File: config.mk
export PLATFORM = sky130hd
export DESIGN_NAME = mips_multicycle_ctrl
export DESIGN_NICKNAME = d
export VERILOG_FILES = /design/src/rtl/mips_multicycle_ctrl.sv
export SDC_FILE = /design/constraint.sdc
export NUM_CORES = 1
export LEC_CHECK = 0
export CELL_PAD_IN_SITES_DETAIL_PLACEMENT = 1
export CELL_PAD_IN_SITES_GLOBAL_PLACEMENT = 1
export CORE_UTILIZATION = 21
export DETAILED_ROUTE_END_ITERATION = 8
export PLACE_DENSITY = 0.75
export SYNTH_ARGS = -nofsm -noshare
export SYNTH_HDL_FRONTEND = slang
export SYNTH_SLANG_ARGS = --single-unit
File: constraint.sdc
create_clock -name clk -period 1.3 [get_ports clk]
set_input_delay 0.13 -clock clk [delete_from_list [all_inputs] [get_ports clk]]
set_output_delay 0.13 -clock clk [all_outputs]
set_load 0.02 [all_outputs]
File: src/rtl/mips_multicycle_ctrl.sv
// Multi-cycle control FSM for the MIPS-subset datapath.
// Sequences fetch/decode/execute/memory/write-back over a shared ALU and
// memory port, stalls on mem_ready, and traps on illegal opcodes or on a
// memory access that stays unready for MEM_TIMEOUT consecutive cycles.
module mips_multicycle_ctrl #(
  parameter int MEM_TIMEOUT = 15
) (
  input  logic        clk,
  input  logic        reset,
  input  logic [31:0] instruction,
  input  logic        zero,
  input  logic        mem_ready,
  output logic        pc_write,
  output logic        ir_write,
  output logic        mem_read,
  output logic        mem_write,
  output logic        reg_dst,
  output logic        mem_to_reg,
  output logic        reg_write,
  output logic        alu_src_a,
  output logic [1:0]  alu_src_b,
  output logic        ext_zero,
  output logic [2:0]  alu_op,
  output logic [1:0]  pc_src,
  output logic        retire,
  output logic        trap
);
  localparam logic [5:0] OP_R    = 6'b000000;
  localparam logic [5:0] OP_LW   = 6'b100011;
  localparam logic [5:0] OP_SW   = 6'b101011;
  localparam logic [5:0] OP_ADDI = 6'b001000;
  localparam logic [5:0] OP_ANDI = 6'b001100;
  localparam logic [5:0] OP_ORI  = 6'b001101;
  localparam logic [5:0] OP_BEQ  = 6'b000100;
  localparam logic [5:0] OP_J    = 6'b000010;

  localparam logic [2:0] ALU_ADD   = 3'b000;
  localparam logic [2:0] ALU_SUB   = 3'b001;
  localparam logic [2:0] ALU_FUNCT = 3'b010;
  localparam logic [2:0] ALU_AND   = 3'b011;
  localparam logic [2:0] ALU_OR    = 3'b100;

  // Counter only needs to reach MEM_TIMEOUT; keep at least one bit.
  localparam int CW = (MEM_TIMEOUT < 1) ? 1 : $clog2(MEM_TIMEOUT + 1);

  typedef enum logic [3:0] {
    RST, FETCH, DECODE, MEM_ADDR, MEM_RD, MEM_WB, MEM_WR,
    EXEC_R, R_WB, EXEC_I, I_WB, BRANCH, JUMP, TRAP
  } state_t;

  state_t        state, nextState;
  logic [CW-1:0] waitCnt, waitCntNext;
  logic [5:0]    opcode;
  logic          memState, timedOut;
  logic          unusedIr;

  assign opcode   = instruction[31:26];
  assign unusedIr = ^instruction[25:0];

  // Only the three memory-access states can stall on mem_ready.
  assign memState = (state == FETCH) || (state == MEM_RD) || (state == MEM_WR);
  assign timedOut = (MEM_TIMEOUT != 0) && memState && (waitCnt == CW'(MEM_TIMEOUT));

  // Stall counter: counts consecutive unready cycles, zero everywhere else,
  // which also gives the clear-on-entry behaviour for the memory states.
  assign waitCntNext = (MEM_TIMEOUT != 0 && memState && !mem_ready && !timedOut)
                       ? waitCnt + CW'(1) : '0;

  // State and stall-counter registers with synchronous reset.
  always_ff @(posedge clk) begin
    if (reset) begin
      state   <= RST;
      waitCnt <= '0;
    end else begin
      state   <= nextState;
      waitCnt <= waitCntNext;
    end
  end

  // Next-state and datapath controls decoded from the current state.
  always_comb begin
    nextState  = state;
    pc_write   = 1'b0;
    ir_write   = 1'b0;
    mem_read   = 1'b0;
    mem_write  = 1'b0;
    reg_dst    = 1'b0;
    mem_to_reg = 1'b0;
    reg_write  = 1'b0;
    alu_src_a  = 1'b0;
    alu_src_b  = 2'b00;
    ext_zero   = 1'b0;
    alu_op     = ALU_ADD;
    pc_src     = 2'b00;
    retire     = 1'b0;
    trap       = 1'b0;
    case (state)
      RST: nextState = FETCH;
      FETCH: begin
        alu_src_b = 2'b01;
        if (timedOut) nextState = TRAP;
        else begin
          mem_read = 1'b1;
          pc_write = mem_ready;
          ir_write = mem_ready;
          if (mem_ready) nextState = DECODE;
        end
      end
      DECODE: begin
        alu_src_b = 2'b11;
        case (opcode)
          OP_LW, OP_SW:             nextState = MEM_ADDR;
          OP_R:                     nextState = EXEC_R;
          OP_ADDI, OP_ANDI, OP_ORI: nextState = EXEC_I;
          OP_BEQ:                   nextState = BRANCH;
          OP_J:                     nextState = JUMP;
          default:                  nextState = TRAP;
        endcase
      end
      MEM_ADDR: begin
        alu_src_a = 1'b1;
        alu_src_b = 2'b10;
        nextState = (opcode == OP_LW) ? MEM_RD : MEM_WR;
      end
      MEM_RD: begin
        if (timedOut) nextState = TRAP;
        else begin
          mem_read = 1'b1;
          if (mem_ready) nextState = MEM_WB;
        end
      end
      MEM_WB: begin
        reg_write  = 1'b1;
        mem_to_reg = 1'b1;
        retire     = 1'b1;
        nextState  = FETCH;
      end
      MEM_WR: begin
        if (timedOut) nextState = TRAP;
        else begin
          mem_write = 1'b1;
          retire    = mem_ready;
          if (mem_ready) nextState = FETCH;
        end
      end
      EXEC_R: begin
        alu_src_a = 1'b1;
        alu_op    = ALU_FUNCT;
        nextState = R_WB;
      end
      R_WB: begin
        reg_write = 1'b1;
        reg_dst   = 1'b1;
        retire    = 1'b1;
        nextState = FETCH;
      end
      EXEC_I, I_WB: begin
        // I_WB keeps the EXEC_I ALU setup so ALU result stays stable for write-back.
        alu_src_a = 1'b1;
        alu_src_b = 2'b10;
        if (opcode == OP_ANDI) begin
          alu_op   = ALU_AND;
          ext_zero = 1'b1;
        end else if (opcode == OP_ORI) begin
          alu_op   = ALU_OR;
          ext_zero = 1'b1;
        end
        if (state == I_WB) begin
          reg_write = 1'b1;
          retire    = 1'b1;
          nextState = FETCH;
        end else begin
          nextState = I_WB;
        end
      end
      BRANCH: begin
        alu_src_a = 1'b1;
        alu_op    = ALU_SUB;
        pc_src    = 2'b01;
        pc_write  = zero;
        retire    = 1'b1;
        nextState = FETCH;
      end
      JUMP: begin
        pc_src    = 2'b10;
        pc_write  = 1'b1;
        retire    = 1'b1;
        nextState = FETCH;
      end
      TRAP: trap = 1'b1;
      default: nextState = RST;
    endcase
  end
endmodule

==> out/results.tsv, run 1 <==
metric	value	unit
worstPathRequired	1170	ps
min_from	instruction[29]	
r2r_slack	-360	ps
syn-num-nets	156	
wl_per_cell	19.2	µm
grt_usage	22.0	%
hold_path_class	input port to register	
finalCriticalPeriod	1680	ps
critPathLaunchType	register	
min_period_over_period	129	%
reg2reg_from	state[1]	
clkSlewWorstSetupHoldPaths	40	ps
syn_inst	119	
powerDensity	1870	nW/µm²
grt_pass1_vias	1355	
ant_nets	0	
leakagePower	0.795	nW
num_vias	1272	
cp.arrival	1550	ps
async_flop_share	0	%
layout_setup_ws	-378	ps
num_rows	22	
status	finished with violations	
rr_worst_depth	7	
numCtsBuffers	3	
crit_start	state[1]	
critPathKind	register to primary output	
htreeDepth	1	
gp_congestion	0.868	
tightest_slew	364	ps
core_area	3720	µm²
synth.distinct_cells	46	
num-nets-final	232	
cts_buffer_depth	2	
finalSetupTns	-4880	ps
rsz0062_at_grt	true	
r2r_end	state[1]	
placedCellCount	223	
ys_top_cells_by_area	dfxtp_1, nor2_1, nand2_1	
die_h	64.8	µm
netlist_area	828	µm²
final-max-slew-violation-count	0	
synth-edff-count	0	
critical_path.max_fanout	14	
drt-vias-per-instance	5.28	
yosysWarnings	0	
total_power	3.65	mW
ys_seq_area_share	19.3	%
drive_gt1_share	67.4	%
avgSynthCellArea	6.96	µm²
synth.largest_area_cell	dfxtp_1	
antenna_found_initial	0	
die_area	4200	µm²
post-route-util	52.7	%
dp_hpwl	2.77	mm
cp-endpoint	retire	
holdPathStages	5	
fmax	596	MHz
grt_max_degree	15	
slew_headroom	75.5	%
port_buffers	27	
hold_viol	0	
setup-violations-final	26	
clock_sinks	8	
hold_buffers	0	
overflow	0	
cts_tree	done	
die_w	64.8	µm
drt-total-wl	4.64	mm
fin_cells	241	
synth.most_common_cell	nor2_1	
violations	negative setup slack	
synth_common_cells	nor2_1, nand2_1, dfxtp_1	
antenna_cells	0	
synth-seq-cells	8	
start_util	22.3	%
max_cap_viol_count	0	
pin_count	54	
drt-initial-drc-count	36	
dr.pass1.iters	4	
ir_worst_vdd	1.14	mV
dp_slack	-684	ps
drc	0	
clock-root-buffer	clkbuf_8	
syn_to_final_growth	136	%
grt_pass1_wl	7.11	mm
fin_worst_skew	8.64	ps
worstSkewPairLatency	240	ps
synth_ff_type	dfxtp_1	
yosysTopAreaCellShare	19.3	%
endpoint_kind	primary output	
## flip-flops by register name (all words and copies together), names as in the netlist
register and cells:
state 4, waitCnt 4
## power by group
part / switching [mW] / internal, mW / total [mW]
Combinational: 1.49 / 1.40 / 2.89
Clock: 0.115 / 0.202 / 0.317
Sequential: 0.113 / 0.333 / 0.446
Total: 1.71 / 1.94 / 3.65
## repair_timing
| action | in CTS | in global routing |
|---|---|---|
| resized for setup | 172 | 14 |
| setup buffers | 9 | 5 |
| endpoints found under the setup margin | 26 | 26 |
| pin swaps | 26 | 15 |
| gates cloned | 1 | 0 |
## layout make-up
| class | count | area (µm²) |
|---|---|---|
| inverter | 6 | 30.0 |
| fill | 434 | 1760 |
| sequential | 8 | 178 |
| tap | 48 | 60.1 |
| multi-input combinational | 97 | 920 |
| timing repair buffer | 79 | 728 |
| clock buffer | 3 | 41.3 |
## per-layer routing
layer,track usage (%),up-vias,wire length (µm)
met5,0,-,0
met4,8.33,0,153
met3,2.29,13,165
met2,39.8,35,2370
met1,26.2,631,1950
li1,-,593,-
## worst min path at each step
stage,end,slack [ps]
after floorplan,state[0],200
after global placement,waitCnt[0],500
after detailed placement,waitCnt[0],520
final,state[1],480
after global routing,waitCnt[0],540
after CTS,state[1],490
## layout by cell type (no fill, tap or decap), drive strengths merged, types with 2 or more instances in the layout
master,Yosys,layout
xnor2,4,4
o31ai,2,2
nor2,17,17
clkbuf,0,3
nor3,4,4
a211oi,4,4
o221ai,2,2
dfxtp,8,8
nand2,11,11
and3,2,2
nand3,4,4
a21boi,2,2
clkdlybuf4s15,0,3
nand2b,3,3
clkdlybuf4s50,0,4
nand4b,2,2
nor4,6,6
inv,6,6
o22ai,3,3
a21oi,4,4
or4,2,2
buf,8,70
o21ai,8,8
## worst max-delay path, cell delays in order, from the launching register on
cell and delay [ps]:
dfxtp_4 380, buf_8 190, and2b_1 170, nand2_1 90, a2bb2oi_2 140, o221ai_2 160, buf_4 190
## logic make-up (layout without fill, tap and decap cells)
group                      after synthesis  count (layout)  share of synthesized area [%]
xor gates and xnor gates                 5               5                           5.29
adders and majority gates                2               2                           2.72
AOI/OAI and AO/OA                       31              31                           25.7
DFF                                      8               8                           19.3
muxes                                    1               1                           1.36
and+or+nand+nor                         58              58                           36.9
buffers and inverters                   14              88                           8.76
## metrics by stage
stage | hold WS, ps | cell area, µm²
2_1_floorplan | 199 | 935
3_3_place_gp | 505 | 1480
3_5_place_dp | 516 | 1480
4_1_cts | 487 | 1870
5_1_grt | 538 | 1960
6_report | 477 | 1960
(Power assumes the default switching activity.)
==> run 2, diff against run 1 <==
PLACE_DENSITY = 0.74   (was 0.75)
==> run 2 against run 1 <==
Net effect: the run still ends with negative setup slack left; global-route usage fell by 3.7 points; sequential share of layout area rose by 0.96 points; core utilization is 5.7 points lower; combinational power shrank 19%; register-to-register slack improved by 50 ps; count of clock-buffer cells in the layout is the same.
==> out/results.tsv, run 2 (synthesis results as in run 1) <==
metric	value	unit	change
num-nets-final	227		was 232
cts_buffer_depth	2		unchanged
hold_buffers	0		unchanged
power_switching	1.41	mW	was 1.71 mW
p_clk_share	9.9	%	was 8.7%
grt_usage	18.3	%	was 22.0%
endpoint_kind	primary output		unchanged
hold_path_end	state[3]		was state[1]
syn_to_final_growth	111	%	was 136%
leakagePower	0.721	nW	was 0.795 nW
fin_worst_skew	0.261	ps	was 8.64 ps
core_area	3720	µm²	unchanged
fmax	604	MHz	was 596 MHz
slowest_stage	dfxtp_4		unchanged
grt_pass1_wl	6.02	mm	was 7.11 mm
holdPathStages	6		was 5
crit_path_cell_trace	xnor2_4, nor3b_2, nand4_1, buf_4, o22ai_2, buf_6		was buf_8, and2b_1, nand2_1, a2bb2oi_2, o221ai_2, buf_4
setup-violations-final	25		was 26
tightest_slew	286	ps	was 364 ps
min_from	instruction[26]		was instruction[29]
start_util	22.3	%	unchanged
pin_count	54		unchanged
num_rows	22		unchanged
holdWs	508	ps	was 477 ps
ir_worst_vdd	0.519	mV	was 1.14 mV
drt-vias-per-instance	5.13		was 5.28
final-max-slew-violation-count	0		unchanged
p_sw_share	46.2	%	was 46.9%
antenna_found_initial	0		unchanged
drive_gt1_share	63.8	%	was 67.4%
reg2reg_from	state[1]		unchanged
cts_tree	done		unchanged
overflow	0		unchanged
r2r_end	state[2]		was state[1]
cp_slowest_stage_delay	360	ps	was 380 ps
violations	negative setup slack		unchanged
hold_path_class	input port to register		unchanged
dr.pass1.iters	5		was 4
critPathKind	register to primary output		unchanged
port_buffers	27		unchanged
powerDensity	1750	nW/µm²	was 1870 nW/µm²
layout_common_cells	buf_4, buf_6, nor2_1		unchanged
die_h	64.8	µm	unchanged
grt_max_degree	20		was 15
drt-total-wl	3.92	mm	was 4.64 mm
critical_path.max_fanout	3		was 14
p_int	1.65	mW	was 1.94 mW
critPathLaunchType	register		unchanged
largestRegisters	state: 4 flops, waitCnt: 4 flops		unchanged
die_area	4200	µm²	unchanged
clock-root-buffer	clkbuf_8		unchanged
pwr-share-comb	76.2	%	was 79.1%
status	finished with violations		unchanged
final_common_cell	buf_4		unchanged
slew_headroom	80.8	%	was 75.5%
antenna_cells	0		unchanged
die_w	64.8	µm	unchanged
clock_sinks	8		unchanged
layout_setup_ws	-355	ps	was -378 ps
finalSetupTns	-5000	ps	was -4880 ps
drc	0		unchanged
r2r_slack	-310	ps	was -360 ps
htreeDepth	1		unchanged
dp_hpwl	2.72	mm	was 2.77 mm
seqPwrFrac	14.0	%	was 12.2%
min_period_over_period	127	%	was 129%
rsz0062_at_grt	true		unchanged
hold_viol	0		unchanged
gp_congestion	0.810		was 0.868
clkSlewWorstSetupHoldPaths	40	ps	about the same
max_cap_viol_count	0		unchanged
grt_pass1_vias	1260		was 1355
num_vias	1211		was 1272
worstPathRequired	1170	ps	about the same
rr_worst_depth	7		unchanged
ant_nets	0		unchanged
wl_per_cell	16.6	µm	was 19.2 µm
worstSkewPairLatency	220	ps	was 240 ps
numCtsBuffers	3		unchanged
cp.arrival	1520	ps	was 1550 ps
drt-initial-drc-count	13		was 36
finalCriticalPeriod	1650	ps	was 1680 ps
==> run 2: cell type report <==
class,count,area [µm²]
repair buffers,74,636
clock buffers,3,41.3
multi-input cells,97,808
inverters,6,25.0
flip-flops and latches,8,175
well taps,48,60.1
fillers,451,1970
==> run 2: critical path: cells and delay by family (launching register included) <==
family	cells	cell delay, ps
XOR/XNOR	1	160
AO/OA/AOI/OAI	1	90
buffers and inverters	2	330
flip-flops	1	360
AND/OR/NAND/NOR	2	360
==> run 2: metal layers <==
layer	wire length (µm)	global-route usage, %
met2	2170	35.4
met4	17	3.06
met3	68	1.76
met1	1670	21.6
met5	0	0
==> run 2: what timing repair did <==
item                       in CTS  in global routing
setup buffers                   6                  4
pin swaps                      18                  9
resized for setup             129                 22
setup endpoints to repair      26                 26
gates cloned                    0                  0
==> run 2: worst max-delay path by stage <==
stage               slack, ps  depth (start not counted)   endpoint            start
floorplan                -120                          5  alu_op[1]         state[1]
global placement         -670                          5  alu_op[1]  instruction[28]
detailed placement       -720                          5  alu_op[1]  instruction[28]
CTS                      -320                          6  alu_op[0]         state[0]
global route             -420                          6  alu_op[0]         state[0]
finish                   -350                          6  alu_op[0]         state[0]
==> run 2: metrics by stage <==
stage | setup WS [ps] | utilization [%] | total power [mW] | area, µm² | cells
2_1_floorplan | -115 | - | 1.52 | 935 | 119
3_3_place_gp | -671 | 39.8 | 2.28 | 1480 | 223
3_5_place_dp | -723 | 39.8 | 2.36 | 1480 | 223
4_1_cts | -321 | 44.1 | 2.82 | 1640 | 232
5_1_grt | -421 | 47.0 | 3.23 | 1750 | 236
6_report | -355 | 47.0 | 3.06 | 1750 | 236
==> run 2: power groups by stage <==
stage	clock, mW	sequential (mW)	combinational, mW
6_report	0.302	0.427	2.33
5_1_grt	0.315	0.431	2.48
4_1_cts	0.301	0.397	2.12
3_5_place_dp	0	0.367	1.99
3_3_place_gp	0	0.362	1.92
2_1_floorplan	0	0.353	1.16
==> run 3, diff against run 2 <==
CTS_CLUSTER_SIZE = 8   (was unset)
==> results of run 3 <==
The final DEF is identical to that of run 2; final timing and power are the same.
